<file path="config.mk">
export PLATFORM = sky130hd
export DESIGN_NAME = io_input_reg_flat
export DESIGN_NICKNAME = d
export VERILOG_FILES = /design/src/rtl/io_input_reg_if.sv /design/src/rtl/io_input_reg.sv /design/src/flat_wrapper.sv
export SDC_FILE = /design/constraint.sdc
export NUM_CORES = 1
export LEC_CHECK = 0
export ABC_AREA = 1
export BUFFER_PORTS_ARGS = -buffer_cell sky130_fd_sc_hd__buf_2
export CORE_MARGIN = 4
export CORE_UTILIZATION = 58
export CTS_CLUSTER_SIZE = 20
export DETAILED_ROUTE_END_ITERATION = 7
export GPL_TIMING_DRIVEN = 0
export PLACE_DENSITY = 0.81
export SLEW_MARGIN = 20
export SYNTH_ARGS = -nofsm -noshare
export SYNTH_HDL_FRONTEND = slang
export SYNTH_SLANG_ARGS = --single-unit
</file>
<file path="constraint.sdc">
create_clock -name io_clk -period 3.8 [get_ports io_clk]
set_input_delay 0.57 -clock io_clk [delete_from_list [all_inputs] [get_ports io_clk]]
set_output_delay 0.57 -clock io_clk [all_outputs]
set_load 0.03 [all_outputs]
</file>
<file path="src/rtl/io_input_reg_if.sv">
// CPU-side read port of the switch/key input block.
// addr and read_io_enable describe the current cycle's access; io_read_data answers combinationally.
interface io_input_reg_if;
  logic [31:0] addr;
  logic        read_io_enable;
  logic [31:0] io_read_data;

  modport master (output addr, output read_io_enable, input io_read_data);
  modport slave  (input addr, input read_io_enable, output io_read_data);
endinterface

</file>
<file path="src/rtl/io_input_reg.sv">
// Memory-mapped input register block: synchronized slide switches, debounced pushbuttons
// with sticky press events and a press counter, read at C0h..CCh.
module io_input_reg #(
  parameter int DB_CYCLES = 50000,
  parameter int CNT_W     = 16
) (
  input  logic         io_clk,
  input  logic         clrn,
  input  logic [9:0]   sw,
  input  logic [3:0]   key,
  io_input_reg_if.slave bus
);

  localparam logic [CNT_W-1:0] DB_LAST = CNT_W'(DB_CYCLES - 1);

  localparam logic [5:0] A_SW  = 6'b110000;
  localparam logic [5:0] A_DB  = 6'b110001;
  localparam logic [5:0] A_EVT = 6'b110010;
  localparam logic [5:0] A_CNT = 6'b110011;

  logic [9:0]       sw_s1, sw_s2, sw_q;
  logic [3:0]       key_s1, key_s2;
  logic [3:0]       ks;
  logic [3:0]       db, db_nxt, rise, evt;
  logic [7:0]       press_cnt, rise_cnt;
  logic [CNT_W-1:0] cnt [4];
  logic             evt_clr;
  logic [5:0]       word;
  logic             unused_addr_bits;

  assign word             = bus.addr[7:2];
  assign unused_addr_bits = ^{bus.addr[31:8], bus.addr[1:0]};
  assign ks               = ~key_s2;
  // The read strobe has one side effect: clearing evt at the edge ending a C8h read.
  assign evt_clr          = bus.read_io_enable && (word == A_EVT);

  always_comb begin
    db_nxt = db;
    for (int i = 0; i < 4; i++) begin
      if ((ks[i] != db[i]) && (cnt[i] == DB_LAST)) db_nxt[i] = ~db[i];
    end
  end

  assign rise     = db_nxt & ~db;
  assign rise_cnt = {7'b0, rise[0]} + {7'b0, rise[1]} + {7'b0, rise[2]} + {7'b0, rise[3]};

  always_ff @(posedge io_clk or negedge clrn) begin
    if (!clrn) begin
      sw_s1     <= '0;
      sw_s2     <= '0;
      sw_q      <= '0;
      key_s1    <= '1;
      key_s2    <= '1;
      db        <= '0;
      evt       <= '0;
      press_cnt <= '0;
      for (int i = 0; i < 4; i++) cnt[i] <= '0;
    end else begin
      sw_s1  <= sw;
      sw_s2  <= sw_s1;
      sw_q   <= sw_s2;
      key_s1 <= key;
      key_s2 <= key_s1;
      for (int i = 0; i < 4; i++) begin
        if (ks[i] == db[i])        cnt[i] <= '0;
        else if (cnt[i] == DB_LAST) cnt[i] <= '0;
        else                        cnt[i] <= cnt[i] + 1'b1;
      end
      db        <= db_nxt;
      // A bit rising on the clearing edge survives the clear.
      evt       <= (evt_clr ? 4'b0 : evt) | rise;
      press_cnt <= press_cnt + rise_cnt;
    end
  end

  always_comb begin
    bus.io_read_data = 32'b0;
    case (word)
      A_SW:    bus.io_read_data = {22'b0, sw_q};
      A_DB:    bus.io_read_data = {28'b0, db};
      A_EVT:   bus.io_read_data = {28'b0, evt};
      A_CNT:   bus.io_read_data = {24'b0, press_cnt};
      default: bus.io_read_data = 32'b0;
    endcase
  end

endmodule

</file>
<file path="src/flat_wrapper.sv">
// flat-port wrapper written by rule: the top's interface ports become plain ports
module io_input_reg_flat 
#(
  parameter int DB_CYCLES = 50000,
  parameter int CNT_W     = 16
)
  (io_clk, clrn, sw, key, bus_addr, bus_read_io_enable, bus_io_read_data);
  io_input_reg_if bus_i ();
  input  logic io_clk;
  input  logic clrn;
  input  logic [9:0] sw;
  input  logic [3:0] key;
  input wire logic [$bits(bus_i.addr)-1:0] bus_addr;
  input wire logic [$bits(bus_i.read_io_enable)-1:0] bus_read_io_enable;
  output wire logic [$bits(bus_i.io_read_data)-1:0] bus_io_read_data;
  assign bus_i.addr = bus_addr;
  assign bus_i.read_io_enable = bus_read_io_enable;
  assign bus_io_read_data = bus_i.io_read_data;
  io_input_reg #(.DB_CYCLES(DB_CYCLES), .CNT_W(CNT_W)) u_core (.io_clk(io_clk), .clrn(clrn), .sw(sw), .key(key), .bus(bus_i));
endmodule
</file>
[Word level (Yosys, flattened, before mapping)]
Cells that the tools add are included.
Storage, ports and cells
  output and inout port bits: 32
  input bits: 49
  word-level logic and storage cells: 63
  bits in registers: 118
Operators by class
  mux-type cells: 14
  eq/ne operators: 16
  $add $sub $neg: 8
  bitwise logic cells: 8
  reduce and logical (&&, ||, !) cells: 5
Operators by type and width (number)
  2-to-1 mux 16 bit: 8
  adder 16 x 1 -> 16 bit, second input constant: 4
  == test 16 bit, second input constant: 4
  case mux 10 bit (4 select lines): 1
  == test 6 bit, second input constant: 4
  adder 8 x 1 -> 8 bit: 2
  adder 8 bit: 1
  inverter 4 bit: 2
  logical AND 1 bit: 5
  bitwise AND 4 bit: 1
  == test 1 bit: 4
  2-to-1 mux 1 bit: 4
  2-to-1 mux 4 bit: 1
  inequality test 1 bit: 4
  inverter 1 bit: 4
  OR 4 bit: 1
  adder 1 x 1 -> 2 bit: 1

[Depth between registers and ports, before layout]
Gate-level depths: netlist (run 1).
  depth after elaboration: 9
  depth in mapped cells: 16

[Least setup slack after synthesis (run 1)]
OpenSTA, ideal clock, no wires.
  path type: register to register
  from: register u_core.cnt[48] in the netlist's numbering
  to: register u_core.press_cnt[6]
  library setup time: 79 ps
  arrival: 2939 ps
  buffers on the path: 0
  cell stages (with the launch flop): 15
  data required time: 3721 ps
  period minus slack after synthesis: 3018 ps
  path slack: 782 ps
  cell sequence: dfrtp_1 -> ha_1 -> nand3_4 -> nor2_2 -> nand2_1 -> nor2_1 -> ha_1 -> ha_1 -> fa_1 -> ha_1 -> fa_1 -> a21oi_1 -> nor2_1 -> nand3_1 -> xor2_1
Between the ends
  cells in the longest elaborated chain, start to end: 8
RTL lines
  start, declared: line io_input_reg.sv:26  | logic [CNT_W-1:0] cnt [4];
  start signal, assigned by index: line io_input_reg.sv:67  | else cnt[i] <= cnt[i] + 1'b1;
  == test 16 bit: line io_input_reg.sv:40  | if ((ks[i] != db[i]) && (cnt[i] == DB_LAST)) db_nxt[i] = ~db[i];
  logical AND 1 bit: line io_input_reg.sv:40
  2-to-1 mux 1 bit: line io_input_reg.sv:40
  bitwise AND 4 bit: line io_input_reg.sv:44  | assign rise = db_nxt & ~db;
  adder 1 x 1 -> 2 bit: line io_input_reg.sv:45  | assign rise_cnt = {7'b0, rise[0]} + {7'b0, rise[1]} + {7'b0, rise[2]} + {7'b0, rise[3]};
  adder 8 x 1 -> 8 bit (2 in a row): line io_input_reg.sv:45
  adder 8 bit: line io_input_reg.sv:72  | press_cnt <= press_cnt + rise_cnt;
  end signal, assigned: line io_input_reg.sv:72
  end, declared: line io_input_reg.sv:25  | logic [7:0] press_cnt, rise_cnt;
Every way passes these cells.

[Final worst setup path (run 1)]
  from: register u_core.cnt[49] in the netlist's numbering
  to: register u_core.press_cnt[6]
Same word-level chain as after synthesis.

==> results of run 1 <==
[worst max-delay path, cell delays in order (launching register included)]
cell     delay, ns
dfrtp_1       0.38
ha_1          0.25
nand3_4       0.14
nor2_2        0.17
nand2_1       0.12
nor2_1        0.12
ha_1          0.18
ha_1          0.25
fa_1          0.47
ha_1          0.24
fa_1          0.40
a21oi_1       0.16
nor2_1        0.08
nand3_1       0.11
xor2_1        0.18
[stage by stage]
step / setup WS, ns / instance area, sq um / hold slack (ns)
finish: 0.461 / 6830 / 0.00743
global route: 0.211 / 6830 / 0.0309
CTS: 0.414 / 6830 / 0.0225
detailed placement: 0.540 / 6230 / 0.335
global placement: 0.582 / 6200 / 0.333
floorplan: 0.782 / 5870 / 0.274
[cells by family after synthesis]
group,count (synthesis),share of synthesized area [%]
simple gates,357,26.9
fa+ha+maj,15,3.50
flops,118,51.1
other cells,1,0.0647
buf+inv,121,9.27
xor+xnor,32,5.23
compound gates,37,3.89
[final timing paths]
| check | start | end | cells after the start |
|---|---|---|---|
| max in group asynchronous | clrn | u_core.key_s2[1]$_DFF_PN1_ | 2 |
| min in group io_clk | key[2] | u_core.key_s1[2]$_DFF_PN1_ | 1 |
| hold reg to reg | u_core.sw_s2[8]$_DFF_PN0_ | u_core.sw_q[8]$_DFF_PN0_ | 0 |
| hold / removal | clrn | u_core.cnt[6]$_DFF_PN0_ | 1 |
| setup reg to reg | u_core.cnt[49]$_DFF_PN0_ | u_core.press_cnt[6]$_DFF_PN0_ | 14 |
| setup / recovery | u_core.cnt[49]$_DFF_PN0_ | u_core.press_cnt[6]$_DFF_PN0_ | 14 |
[Yosys cell counts (4+ instances only)]
cell	instances	area [sq um]
nand2_2	5	31.3
nand4_1	12	75.1
nand3_1	36	180
nand2_1	131	492
nor2_1	138	518
buf_4	22	165
xor2_1	21	184
dfrtp_1	110	2750
o22ai_1	8	50.1
a21oi_1	14	70.1
nor3_2	6	60.1
inv_1	94	353
ha_1	13	163
o21a_1	4	30.0
o21bai_1	6	45.0
xnor2_1	8	70.1
nor3_1	13	65.1
nor2_2	8	50.1
inv_2	5	18.8
dfstp_2	8	210
[layer usage]
layer  share of wire, %  up-vias  track usage [%]
li1                   -     2227                -
met1                 42     2181             26.2
met2                 49      141             35.7
met3                5.7       31             7.40
met4                2.7        0             9.02
met5                  0        -                0
[sequential cells by signal (all words and copies together) (netlist names)]
name,flops
u_core.cnt,64
u_core.sw_q,10
u_core.sw_s1,10
u_core.sw_s2,10
u_core.press_cnt,8
u_core.db,4
u_core.evt,4
u_core.key_s1,4
u_core.key_s2,4
[where the power goes]
group | total, W | switching [W] | internal, W
registers | 0.00132 | 0.0000197 | 0.00130
logic | 0.000156 | 0.000105 | 0.0000506
clock network | 0.00159 | 0.000561 | 0.00103
[area by class of cell]
cell class	instances	area (sq um)	area share, %
buffer	22	165	2.42
sequential	118	2960	43.4
tap	133	166	2.44
multi-input combinational	463	2370	34.7
clock buffer	20	445	6.52
clock inverter	12	151	2.22
inverter	99	372	5.44
timing repair buffer	33	194	2.84
==> impl_metrics.json, run 1 <==
{
  "status": "finished, final reports clean",
  "overflow": 0,
  "num_antenna_cells": 0,
  "grt_max_degree": 62,
  "period_share_pct": 87.9,
  "p_per_area_nw_per_um2": 449,
  "viasPerCell": 5.09,
  "route.vias.total": 4580,
  "ant_nets": 0,
  "cp.required_ns": 4.23,
  "wl_per_cell_um": 12.9,
  "fmax_ghz": 0.300,
  "wl_um": 11600,
  "min_path_type": "in2async",
  "gp_congestion": 0.903,
  "start_util_pct": 59.5,
  "io_buffer_count": 32,
  "drt_iter0_markers": 246,
  "syn_area_sq_um": 5790,
  "synth.yosys.seq_area_share_pct": 51.1,
  "leakage_nw": 3.33,
  "syn_area_per_cell_sq_um": 8.51,
  "cts_buffers": 17,
  "cts_root_buffer": "clkbuf_8",
  "core-area_sq_um": 9730,
  "post_cts_buffers": 0,
  "slew_violations": 0,
  "finalSetupViolCount": 0,
  "ios": 81,
  "period_needed_ns": 3.34,
  "htree_levels": 4,
  "clkTransAtPathRegs_ns": 0.06,
  "grt_pass1_vias": 4476,
  "dp.cells": 868,
  "grt_pass1_wl_um": 19800,
  "critPathKind": "reg2reg",
  "r2r_slack_ns": 0.46,
  "ctsHoldBuffers": 0,
  "yosysWarnings": 0,
  "cts_buffer_depth": 2,
  "totalPowerFinal_w": 0.00307,
  "die_area_sq_um": 11700,
  "rsz0062_at_grt": "false",
  "fin_cells": 900,
  "postSynthCellCount": 681,
  "final_common_cell": "nor2_1",
  "hpwl_um": 8000,
  "die_y_um": 108,
  "clock-sinks": 118,
  "antenna_found_initial": 0,
  "fin_skew_ns": 0.00805,
  "synth-seq-cells": 118,
  "end_kind": "register",
  "tightest_slew_ns": 0.532,
  "synth_edf_count": 0,
  "drive_above_1_share_pct": 16.7,
  "num_rows": 36,
  "area_growth_pct": 17.9,
  "fin_util_pct": 70.2,
  "drc": 0,
  "synth_flop_cell": "dfrtp_1",
  "hold_violations": 0,
  "nets": 818,
  "die_x_um": 108,
  "clk-insertion-delay-late_ns": 0.52,
  "postCtsResizedCells": 0,
  "async_reset_ff_share_pct": 100,
  "cap_violations": 0,
  "dr.pass1.iters": 5,
  "cp_max_fo": 6,
  "grt_usage_pct": 21.7,
  "nFillCells": 727,
  "final_cell_mix": "138 x nor2_1, 131 x nand2_1, 110 x dfrtp_1",
  "critPathArrivalTime_ns": 3.77,
  "timing.setup.tns_ns": 0,
  "maxSlewHeadroom_pct": 64.5,
  "vdd_drop_max_mv": 0.394,
  "synth_cell_types": 35,
  "cp-start-kind": "register",
  "cts_tree": "yes"
}
No activity file was read; power rests on OpenSTA's default activity.
==> run 2, diff against run 1 <==
--- a/config.mk
+++ b/config.mk
@@ -5,14 +5,13 @@
 export SDC_FILE = /design/constraint.sdc
 export NUM_CORES = 1
 export LEC_CHECK = 0
-export ABC_AREA = 1
 export BUFFER_PORTS_ARGS = -buffer_cell sky130_fd_sc_hd__buf_2
 export CORE_MARGIN = 4
-export CORE_UTILIZATION = 58
+export CORE_UTILIZATION = 57
 export CTS_CLUSTER_SIZE = 20
 export DETAILED_ROUTE_END_ITERATION = 7
 export GPL_TIMING_DRIVEN = 0
-export PLACE_DENSITY = 0.81
+export PLACE_DENSITY = 0.8
 export SLEW_MARGIN = 20
 export SYNTH_ARGS = -nofsm -noshare
 export SYNTH_HDL_FRONTEND = slang
==> run 2 against run 1 <==
- via count is 21% lower
- final area is 7.7% lower
- flip-flop and latch count stayed put
- sequential power barely moved
- largest cell class unchanged
- sequential share of layout area increased by 3.6 points
- largest power group unchanged
- synthesized cell count is 31% lower
==> impl_metrics.json, run 2 <==
{
  "fin_skew_ns": 0.0100,
  "cts_tree": "yes",
  "critPathKind": "reg2reg",
  "gp_congestion": 0.846,
  "r2r-end": "u_core.press_cnt[6]$_DFF_PN0_",
  "grt_pass1_vias": 3842,
  "fmax_ghz": 0.284,
  "final_common_cell": "dfrtp_1",
  "period_share_pct": 92.7,
  "maxSlewHeadroom_pct": 63.4,
  "clk-insertion-delay-late_ns": 0.50,
  "fin_ws_ns": 0.279,
  "overflow": 0,
  "async_reset_ff_share_pct": 100,
  "synth_edf_count": 0,
  "crit_end": "u_core.press_cnt[6]$_DFF_PN0_",
  "syn_area_per_cell_sq_um": 11.2,
  "end_kind": "register",
  "synth_area_leader_cell": "dfrtp_1",
  "r2r-start": "u_core.cnt[4]$_DFF_PN0_",
  "finalSetupViolCount": 0,
  "die_y_um": 104,
  "largest_reg_flops": 64,
  "ant_nets": 0,
  "wl_per_cell_um": 15.2,
  "dr.pass1.iters": 4,
  "area_growth_pct": 19.6,
  "drc": 0,
  "grt_max_degree": 74,
  "synthTopCellsByArea": "dfrtp_1 52%, xnor2_1 9.1%, nor2_1 5.6%",
  "drt_iter0_markers": 179,
  "core-area_sq_um": 8850,
  "synth_flop_cell": "dfrtp_1",
  "status": "finished, final reports clean",
  "cap_violations": 0,
  "ios": 81,
  "cp_max_fo": 5,
  "postCtsResizedCells": 0,
  "start_util_pct": 59.5,
  "fin_util_pct": 71.2,
  "num_rows": 34,
  "p_seq_share_pct": 42.4,
  "critPathArrivalTime_ns": 3.94,
  "min_path_type": "in2reg",
  "dpl_cell_area_sq_um": 5680,
  "cp-start-kind": "register",
  "postSynthCellCount": 470,
  "num_antenna_cells": 0,
  "die_x_um": 104,
  "cts_root_buffer": "clkbuf_8",
  "die_area_sq_um": 10800,
  "syn_area_sq_um": 5270,
  "drive_above_1_share_pct": 18.5,
  "grt_pass1_wl_um": 17600,
  "vdd_drop_max_mv": 0.356,
  "grt_usage_pct": 20.1,
  "antenna_found_initial": 0,
  "post_cts_buffers": 0,
  "startpoint": "u_core.cnt[4]$_DFF_PN0_",
  "cts_buffer_depth": 2,
  "yosysMostFrequentCell": "dfrtp_1",
  "synth.yosys.seq_area_share_pct": 56.2,
  "synth_cell_types": 35,
  "io_buffer_count": 32,
  "fin_area_sq_um": 6300,
  "nets": 608,
  "pwr-share-comb_pct": 4.5,
  "hold_ws_ns": 0.169,
  "clkPwrFrac_pct": 53.1,
  "place_ws_ns": 0.355,
  "hold_violations": 0,
  "r2r_slack_ns": 0.28,
  "viasPerCell": 5.43,
  "slew_violations": 0,
  "synth_top_area_share_pct": 52.2,
  "clkTransAtPathRegs_ns": 0.06,
  "ys_top_cells_by_count": "110 x dfrtp_1, 79 x nor2_1, 55 x xnor2_1",
  "yosysWarnings": 0,
  "clock-sinks": 118,
  "nFillCells": 636,
  "synth-seq-cells": 118,
  "worstRegToRegCells": 10,
  "largest-register": "u_core.cnt",
  "hpwl_um": 6250,
  "tightest_slew_ns": 0.549,
  "timing.setup.tns_ns": 0,
  "net-switching-power_w": 0.000635,
  "leakage_nw": 2.86,
  "swShare_pct": 20.6,
  "cp.required_ns": 4.21,
  "ctsHoldBuffers": 1,
  "cts_buffers": 17,
  "p_per_area_nw_per_um2": 490,
  "wl_um": 10100,
  "rsz0062_at_grt": "false",
  "route.vias.total": 3614,
  "final_cell_mix": "110 x dfrtp_1, 79 x nor2_1, 55 x xnor2_1",
  "htree_levels": 4,
  "p_int_w": 0.00246,
  "period_needed_ns": 3.52
}
==> run 2: power by group through the flow <==
stage | registers, W | clock network [W] | logic, W
final | 0.00131 | 0.00164 | 0.000138
after global routing | 0.00131 | 0.00173 | 0.000153
after CTS | 0.00131 | 0.00167 | 0.000139
after detailed placement | 0.00133 | 0 | 0.000136
after global placement | 0.00133 | 0 | 0.000129
after floorplan | 0.00133 | 0 | 0.0000853
==> run 2: critical path, stage by stage, from the launching register on <==
cell and delay [ns]:
dfrtp_1 0.42, or4b_1 0.55, or4_4 0.59, nor2_1 0.11, ha_1 0.20, fa_1 0.43
ha_1 0.24, fa_1 0.42, a21o_1 0.22, nand4_1 0.13, xnor2_1 0.13
==> run 2: logic make-up (layout without fill, tap and decap cells) <==
logic type               Yosys count  in the layout  synth area share, %
AND/OR/NAND/NOR                  203            203                 19.9
flip-flops                       118            118                 56.2
XOR/XNOR                          69             69                 11.5
buffers and inverters             49            115                 5.41
adder cells (fa/ha/maj)           15             15                 3.85
AO/OA/AOI/OAI                     11             11                 1.33
multiplexers                       4              4                 1.71
other                              1             22               0.0712
==> run 2: layout make-up <==
type	instances	area (sq um)	share of cell area, %
plain buffers	31	218	3.45
clock buffers	23	467	7.40
clock inverters	9	150	2.38
inverters	18	67.6	1.07
multi-input cells	324	2100	33.3
flip-flops and latches	118	2960	47.0
well taps	108	135	2.14
repair buffers	34	204	3.24
==> run 2: routing by layer <==
layer | vias up | GRT usage (%) | part of all wire [%]
li1 | 1689 | - | -
met1 | 1761 | 24.7 | 42
met2 | 137 | 32.9 | 49
met3 | 27 | 5.90 | 6.0
met4 | 0 | 9.02 | 2.5
met5 | - | 0 | 0
==> run 2: per-stage QoR <==
| stage | power (W) | std cells |
|---|---|---|
| 6_report | 0.00309 | 665 |
| 5_1_grt | 0.00320 | 665 |
| 4_1_cts | 0.00312 | 665 |
| 3_5_place_dp | 0.00147 | 632 |
| 3_3_place_gp | 0.00146 | 631 |
| 2_1_floorplan | 0.00141 | 491 |
==> run 2: worst min path at each step <==
stage | from | to | depth (start not counted)
after floorplan | clrn | u_core.cnt[0]$_DFF_PN0_ | 0
after detailed placement | u_core.sw_s2[9]$_DFF_PN0_ | u_core.sw_q[9]$_DFF_PN0_ | 0
after CTS | key[2] | u_core.key_s1[2]$_DFF_PN1_ | 1
after global placement | u_core.sw_s2[7]$_DFF_PN0_ | u_core.sw_q[7]$_DFF_PN0_ | 0
final | key[2] | u_core.key_s1[2]$_DFF_PN1_ | 1
after global routing | key[3] | u_core.key_s1[3]$_DFF_PN1_ | 1
==> run 3, diff against run 2 <==
--- a/config.mk
+++ b/config.mk
@@ -7,11 +7,11 @@
 export LEC_CHECK = 0
 export BUFFER_PORTS_ARGS = -buffer_cell sky130_fd_sc_hd__buf_2
 export CORE_MARGIN = 4
-export CORE_UTILIZATION = 57
+export CORE_UTILIZATION = 60
 export CTS_CLUSTER_SIZE = 20
 export DETAILED_ROUTE_END_ITERATION = 7
 export GPL_TIMING_DRIVEN = 0
-export PLACE_DENSITY = 0.8
+export PLACE_DENSITY = 0.84
 export SLEW_MARGIN = 20
 export SYNTH_ARGS = -nofsm -noshare
 export SYNTH_HDL_FRONTEND = slang
==> constraint.sdc (replaced) <==
create_clock -name io_clk -period 4.1 [get_ports io_clk]
set_input_delay 0.615 -clock io_clk [delete_from_list [all_inputs] [get_ports io_clk]]
set_output_delay 0.615 -clock io_clk [all_outputs]
set_load 0.03 [all_outputs]
==> run 3 against run 2 <==
- clock-buffer cell count shrank 4
- highest routed layer unchanged
- via count shrank 1.6%
- register-to-register slack gained 0.27 ns
- setup slack gained 0.27 ns
- largest power group unchanged
- cell count shrank 0.60%
- critical path depth is the same
- clock power shrank 9%
==> impl_metrics.json, run 3 (synthesized netlist as in run 2, its figures left out) <==
{
  "status": "finished, final reports clean",
  "period_needed_ns": 3.55,
  "p_seq_share_pct": 42.9,
  "place_ws_ns": 0.657,
  "leakage_nw": 2.86,
  "critPathArrivalTime_ns": 3.98,
  "hold_violations": 0,
  "pwr-share-comb_pct": 4.5,
  "num_rows": 33,
  "multiInputGateArea_sq_um": 2100,
  "gp_congestion": 0.812,
  "end_kind": "register",
  "critPathTopFamily": "simple AND/OR/NAND/NOR gates",
  "drt_iter0_markers": 132,
  "start_util_pct": 62.9,
  "cts_buffers": 17,
  "postCtsResizedCells": 0,
  "slowest_delay_ns": 0.58,
  "cp_max_fo": 5,
  "final_common_cell": "dfrtp_1",
  "r2r-start": "u_core.cnt[4]$_DFF_PN0_",
  "clk-insertion-delay-late_ns": 0.51,
  "clkPwrFrac_pct": 52.6,
  "cp.required_ns": 4.53,
  "grt_pass1_vias": 3627,
  "cts_root_buffer": "clkbuf_8",
  "fin_ws_ns": 0.553,
  "htree_levels": 4,
  "nFillCells": 548,
  "slew_violations": 0,
  "ctsHoldBuffers": 0,
  "area_growth_pct": 19.1,
  "cp-start-kind": "register",
  "critPathBufInv": 0,
  "regArea_sq_um": 2960,
  "p_per_area_nw_per_um2": 451,
  "clock-sinks": 118,
  "critPathKind": "reg2reg",
  "ios": 81,
  "totalPowerFinal_w": 0.00283,
  "min_path_type": "in2async",
  "maxSlewHeadroom_pct": 60.1,
  "route.vias.total": 3556,
  "clkTransAtPathRegs_ns": 0.06,
  "cap_violations": 0,
  "startpoint": "u_core.cnt[4]$_DFF_PN0_",
  "path_cells": "or4b_1 > or4_4 > nor2_1 > ha_1 > fa_1 > ha_1 > fa_1 > a21o_1 > nand4_1 > xnor2_1",
  "die_x_um": 102,
  "dr.pass1.iters": 4,
  "fin_skew_ns": 0.0119,
  "largest-register": "u_core.cnt",
  "cts_buffer_depth": 2,
  "io_buffer_count": 32,
  "rsz0062_at_grt": "false",
  "hold_ws_ns": 0.0155,
  "viasPerCell": 5.38,
  "slowest_stage": "or4_4",
  "cts_tree": "yes",
  "num_antenna_cells": 0,
  "grt_usage_pct": 20.7,
  "ant_nets": 0,
  "p_int_w": 0.00219,
  "vdd_drop_max_mv": 0.369,
  "drive_above_1_share_pct": 18.9,
  "core-area_sq_um": 8380,
  "overflow": 0,
  "fin_area_sq_um": 6270,
  "drc": 0,
  "net-switching-power_w": 0.000638,
  "final_cell_mix": "110 x dfrtp_1, 79 x nor2_1, 55 x xnor2_1",
  "dpl_cell_area_sq_um": 5670,
  "wl_um": 9630,
  "largest_reg_flops": 64,
  "hpwl_um": 6370,
  "antenna_found_initial": 0,
  "tightest_slew_ns": 0.598,
  "period_share_pct": 86.5,
  "swShare_pct": 22.5,
  "timing.setup.tns_ns": 0,
  "finalSetupViolCount": 0,
  "die_y_um": 102,
  "grt_max_degree": 77,
  "nets": 607,
  "grt_pass1_wl_um": 16500,
  "wl_per_cell_um": 14.6,
  "fmax_ghz": 0.282,
  "post_cts_buffers": 0,
  "die_area_sq_um": 10300
}
## run 3: power by group through the flow
stage	Combinational (W)	Clock, W	Sequential (W)
final	0.000127	0.00149	0.00121
after global routing	0.000140	0.00158	0.00122
after CTS	0.000128	0.00151	0.00121
after detailed placement	0.000126	0	0.00123
after global placement	0.000119	0	0.00123
after floorplan	0.0000790	0	0.00123
## run 3: path summary, 6_finish.rpt
kind / endpoint / slack, ns / cells past startpoint
max: u_core.press_cnt[6]$_DFF_PN0_ / 0.55 / 10
min: u_core.cnt[57]$_DFF_PN0_ / 0.02 / 1
max reg2reg: u_core.press_cnt[6]$_DFF_PN0_ / 0.55 / 10
min reg2reg: u_core.sw_q[4]$_DFF_PN0_ / 0.35 / 0
max in group asynchronous: u_core.key_s1[2]$_DFF_PN1_ / 3.37 / 2
min in group io_clk: u_core.key_s1[2]$_DFF_PN1_ / 0.20 / 1
## run 3: cell type report
cell class                      instances  share of cell area (%)
Sequential cell                       118                    47.2
Multi-Input combinational cell        324                    33.5
Clock buffer                           19                    6.88
Buffer                                 31                    3.47
Timing Repair Buffer                   33                    3.09
Clock inverter                         13                    2.69
Tap cell                              105                    2.09
Inverter                               18                    1.08
## run 3: stage by stage
| step | cells | util (%) |
|---|---|---|
| 2_1_floorplan | 491 | - |
| 3_3_place_gp | 628 | 67.3 |
| 3_5_place_dp | 629 | 67.7 |
| 4_1_cts | 661 | 74.8 |
| 5_1_grt | 661 | 74.8 |
| 6_report | 661 | 74.8 |
## run 3: routing by layer
| layer | vias up | share of wire, % | global-route usage (%) |
|---|---|---|---|
| li1 | 1686 | - | - |
| met1 | 1735 | 43 | 26.1 |
| met2 | 119 | 50 | 33.5 |
| met3 | 16 | 6.2 | 6.61 |
| met4 | 0 | 1.5 | 8.38 |
| met5 | - | 0 | 0 |
